<file path="config.mk">
export PLATFORM = sky130hd
export DESIGN_NAME = demux_capture_bank
export DESIGN_NICKNAME = d
export VERILOG_FILES = /design/src/rtl/demux_capture_bank.sv
export SDC_FILE = /design/constraint.sdc
export NUM_CORES = 1
export LEC_CHECK = 0
export CORE_MARGIN = 1
export CORE_UTILIZATION = 25
export DETAILED_ROUTE_END_ITERATION = 8
export PLACE_DENSITY = 0.48
export SYNTH_ARGS = -nofsm -noshare
export SYNTH_HDL_FRONTEND = slang
export SYNTH_SLANG_ARGS = --single-unit
</file>
<file path="constraint.sdc">
create_clock -name clk -period 6.8 [get_ports clk]
set_input_delay 1.36 -clock clk [delete_from_list [all_inputs] [get_ports clk]]
set_output_delay 1.36 -clock clk [all_outputs]
set_load 0.01 [all_outputs]
</file>
<file path="src/rtl/demux_capture_bank.sv">
// Collects one demux output bit per write strobe into a 32-bit word and hands it off on a valid/ready port.
// Optional demux one-hot check is built only with DEMUX_CHECK_EN defined.
module demux_capture_bank #(
  parameter int WIDTH = 32,
  parameter int SEL_W = 5
) (
  input  logic             clk,
  input  logic             rst_n,
  input  logic             wr_en,
  input  logic [SEL_W-1:0] sel,
  input  logic [WIDTH-1:0] y,
  input  logic             clr,
  output logic             busy,
  output logic [WIDTH-1:0] fill_mask,
  output logic [WIDTH-1:0] word,
  output logic             word_valid,
  input  logic             word_ready,
  output logic             overwrite_err,
  output logic             glitch_err
);

  localparam logic [0:0] FILL  = 1'b0;
  localparam logic [0:0] STALL = 1'b1;

  logic [0:0]       state;
  logic [WIDTH-1:0] shadow;
  logic [WIDTH-1:0] onehot;
  logic [WIDTH-1:0] merged_shadow;
  logic [WIDTH-1:0] merged_mask;
  logic             accept;
  logic             complete;
  logic             consumed;

  assign onehot        = {{(WIDTH-1){1'b0}}, 1'b1} << sel;
  assign busy          = (state == STALL);
  assign accept        = wr_en & ~busy & ~clr;
  assign merged_shadow = y[sel] ? (shadow | onehot) : (shadow & ~onehot);
  assign merged_mask   = fill_mask | onehot;
  assign complete      = accept & (&merged_mask);
  assign consumed      = word_valid & word_ready;

  always_ff @(posedge clk) begin
    if (!rst_n) begin
      state         <= FILL;
      shadow        <= '0;
      fill_mask     <= '0;
      word          <= '0;
      word_valid    <= 1'b0;
      overwrite_err <= 1'b0;
    end else begin
      // A load later in this block overrides the consume-driven drop of valid.
      if (consumed) word_valid <= 1'b0;
      if (clr) begin
        shadow    <= '0;
        fill_mask <= '0;
        state     <= FILL;
      end else if (state == STALL) begin
        if (word_ready) begin
          word       <= shadow;
          word_valid <= 1'b1;
          shadow     <= '0;
          fill_mask  <= '0;
          state      <= FILL;
        end
      end else if (accept) begin
        if (fill_mask[sel]) overwrite_err <= 1'b1;
        if (complete && (!word_valid || word_ready)) begin
          word       <= merged_shadow;
          word_valid <= 1'b1;
          shadow     <= '0;
          fill_mask  <= '0;
        end else begin
          shadow    <= merged_shadow;
          fill_mask <= merged_mask;
          if (complete) state <= STALL;
        end
      end
    end
  end

`ifdef DEMUX_CHECK_EN
  // Any set bit besides the selected channel breaks the demux one-hot-or-zero contract.
  always_ff @(posedge clk) begin
    if (!rst_n) glitch_err <= 1'b0;
    else if (accept && |(y & ~onehot)) glitch_err <= 1'b1;
  end
`else
  assign glitch_err = 1'b0;
`endif

endmodule
</file>
==> metrics.md <==
| Metric | Value |
|---|---|
| Critical Path Max Stage Delay | 690 ps |
| Ys async rst share | 0% |
| Clock network fraction of design power | 42.3% |
| Reg2Reg Depth | 9 |
| Syn_area_per_cell | 9.398 um2 |
| Initial core utilization | 25.74% |
| Fin nets | 689 |
| Hold Startpoint | overwrite_err |
| VDD IR max | 0.1074 mV |
| Switching share of total power | 25.29% |
| Reg-to-reg endpoint | shadow[3] |
| CTS max path bufs | 2 |
| Synthesized net count | 625 |
| Sequential fraction of the synthesis area | 36.17% |
| Ys flop type | dfxtp_1 |
| Detailed-route DRC error count | 0 |
| Die X | 150.0 um |
| Num ports | 110 |
| Share of post-route cells with drive strength above 1 | 12.73% |
| Count of final setup violators | 0 |
| Max_cap viols | 0 |
| Wire per inst | 21.11 um |
| Die height | 150.0 um |
| Vias in the first global route | 5,081 |
| Crit path cell chain | clkdlybuf4s50_1 > buf_4 > and3b_1 > a21oi_1 > nor4_1 > and4_1 > a31oi_4 > nor2_4 > buf_4 > o22ai_1 |
| Netlist cell types | 57 |
| Comb power frac | 10.9% |
| All-layer global routing usage | 17.75% |
| P_int | 927.0 uW |
| Hold worst-path end | overwrite_err |
| CTS sink count | 99 |
| Max-slew violations | 0 |
| Top cells by area, synth | dfxtp_1, mux4_2, o221a_1 |
| Cells after Synth | 583 |
| Worst-margin pin slew | 1041 ps |
| Placed Cells | 911 |
| WP buf/inv | 3 |
| P&R area growth vs syn | 26.03% |
| H-tree depth | 3 |
| Tmin final | 5150 ps |
| Post-synth design cell area | 5479 um2 |
| Clock Skew | 12.38 ps |
| Hold depth | 1 |
| First-pass detailed-route iteration total | 5 |
| Total CTS buffers | 9 |
| Post-CTS Setup Bufs | 0 |
| Max frequency | 194.2 MHz |
| Clk_lat worst skew | 350 ps |
| Number of synthesized flops with an enable pin | 0 |
| CP max stage cell | clkdlybuf4s50_1 |
| Root Buffer | clkbuf_16 |
| Die area | 22,510 um2 |
| DPL Wire Length | 13,350 um |
| Overflow after GRT | 0 |
| Worst hold path class | reg2reg |
| Reg2reg setup slack | 3730 ps |
| Drt total wl | 19,570 um |
| TNS Setup | 0 ps |
| P_sw | 313.8 uW |
| Slew HR | 30.32% |
| Cell Pwr Density | 179.7 nW/um2 |
| Vias per cell | 5.752 |
| TritonCTS clock tree | built |
| Core Rows | 53 |
| Reg2reg start | busy |
| Lkg Pwr | 0.001997 uW |
| Routed Antenna Nets | 0 |
| YS warnings | 0 |
| Core area | 21,290 um2 |
| Crit path DAT | 5330 ps |
| Global-route wire length before repair | 30,400 um |
| Starting DRC count in detailed routing | 505 |
| Vias | 5,332 |
| N_diodes | 0 |
| CP startpoint kind | primary input |
| Final hold viol count | 0 |
| WS Path Type | in2reg |
| Clk pin slew, worst setup/hold paths | 70 ps |
| Fin crit share | 75.74% |
| Initial antenna violation count | 0 |
| Crit-path leading delay family | buffers and inverters |
| Critical Path RT | 6980 ps |
| Post-synth top area share | 36.17% |
| Biggest area consumer among synthesized cells | dfxtp_1 |
| Critical-path maximum fanout | 64 |
| IO Port Bufs | 108 |
| Part of the power in registers | 46.8% |
| Largest net degree at the start of global routing | 65 |
| Critical path's most frequent cell | buf_4 |
| Worst setup EP type | flop |
| Outcome | finished clean |
| Final Wtd Congestion | 0.8566 |
| Hold bufs inserted after CTS | 0 |
| FF+latch count, synth | 99 |
| Resized cells post-CTS | 0 |
| Fin cells | 927 |
| Unrepaired setup endpoints after global routing | no |
-- area by class of cell --
class	instances	area, um2
clock inverter	6	65.06
timing repair buffer	122	1186
fill	2132	14380
clock buffer	10	239.0
inverter	3	11.26
multi-input combinational	412	3078
tap	275	344.1
sequential	99	1982
-- state kept, by name (all words and copies together), names as in the netlist --
| signal | cells |
|---|---|
| word_valid | 1 |
| busy | 1 |
| shadow | 32 |
| overwrite_err | 1 |
| word | 32 |
| fill_mask | 32 |
-- layout by cell type, fill, tap and decap left out, types with 2 or more instances in the layout --
cell,count
a211oi_1,2
a21oi_1,23
a21oi_2,2
a31oi_1,5
and2_1,4
and3_1,2
and3b_1,3
buf_4,14
clkbuf_16,9
clkdlybuf4s50_1,108
clkinv_2,2
clkinv_4,2
dfxtp_1,99
inv_1,3
mux4_2,20
nand2_1,64
nand2b_1,2
nand3_1,34
nand3_4,2
nand3b_1,4
nand4_1,33
nand4b_1,2
nor2_1,9
nor2_4,2
nor2b_1,2
nor3_1,5
nor3b_2,2
nor4_1,8
o211ai_1,7
o21a_1,2
o21ai_0,57
o221a_1,30
o221a_2,2
o22ai_1,38
o32ai_1,17
o32ai_2,9
-- worst max-delay path by stage --
stage / from / end / slack, ps / cells past startpoint
after global placement: sel[0] / fill_mask[8] / 1370 / 10
after CTS: sel[0] / fill_mask[7] / 1680 / 10
after global routing: sel[0] / fill_mask[1] / 1350 / 10
after detailed placement: sel[0] / fill_mask[15] / 1320 / 10
final: sel[0] / fill_mask[7] / 1650 / 10
after floorplan: sel[1] / shadow[3] / 3390 / 10
-- kinds of logic after synthesis --
family | share of synthesized area, %
AOI/OAI and AO/OA | 27.61
and+or+nand+nor | 19.96
DFF | 36.17
buffers and inverters | 7.787
muxes | 8.404
other | 0.06844
-- per-layer routing --
metal / up-vias / share of wire [%] / GRT usage (%)
met5: - / 0 / 0
li1: 2434 / - / -
met4: 0 / 1.7 / 6.111
met2: 321 / 40 / 22.92
met1: 2549 / 49 / 27.43
met3: 28 / 9.4 / 4.604
-- cells in the mapped netlist, types with 2 or more instances --
cell type and n:
nor3b_2 2, buf_4 8, nor3_1 5, buf_1 4
nor4_1 8, nor2_1 9, and3b_1 3, a31oi_1 5
nand3_4 2, a211oi_1 2, nand4b_1 2, nand4_1 33
nand3b_1 4, nand3_1 34, and2_1 4, buf_8 2
o21a_1 2, o211ai_1 7, a21oi_2 2, nand2_1 64
o21ai_0 57, o32ai_1 17, inv_1 3, a21oi_1 23
clkbuf_1 27, o221a_1 30, o32ai_2 9, o221a_2 2
o22ai_1 38, dfxtp_1 99, buf_2 17, nand2b_1 2
and3_1 2, buf_6 11, mux4_2 20, nor2b_1 3
-- through the flow --
stage	total power, uW	instance area, um2	utilization [%]	setup slack (ps)	hold slack, ps
4_1_cts	1249	6905	32.44	1682	484.8
3_5_place_dp	728.2	6601	31.01	1323	468.8
3_3_place_gp	725.6	6601	31.01	1365	446.6
6_report	1241	6905	32.44	1650	480.5
2_1_floorplan	682.0	5479	-	3389	459.7
5_1_grt	1288	6905	32.44	1346	502.7
-- power by group through the flow --
| stage | combinational [uW] | clock, uW | sequential [uW] |
|---|---|---|---|
| 6_report | 135 | 524 | 581 |
| 2_1_floorplan | 87.6 | 0 | 594 |
| 5_1_grt | 145 | 562 | 581 |
| 3_5_place_dp | 133 | 0 | 595 |
| 4_1_cts | 134 | 534 | 581 |
| 3_3_place_gp | 131 | 0 | 595 |
(Power assumes the default switching activity.)
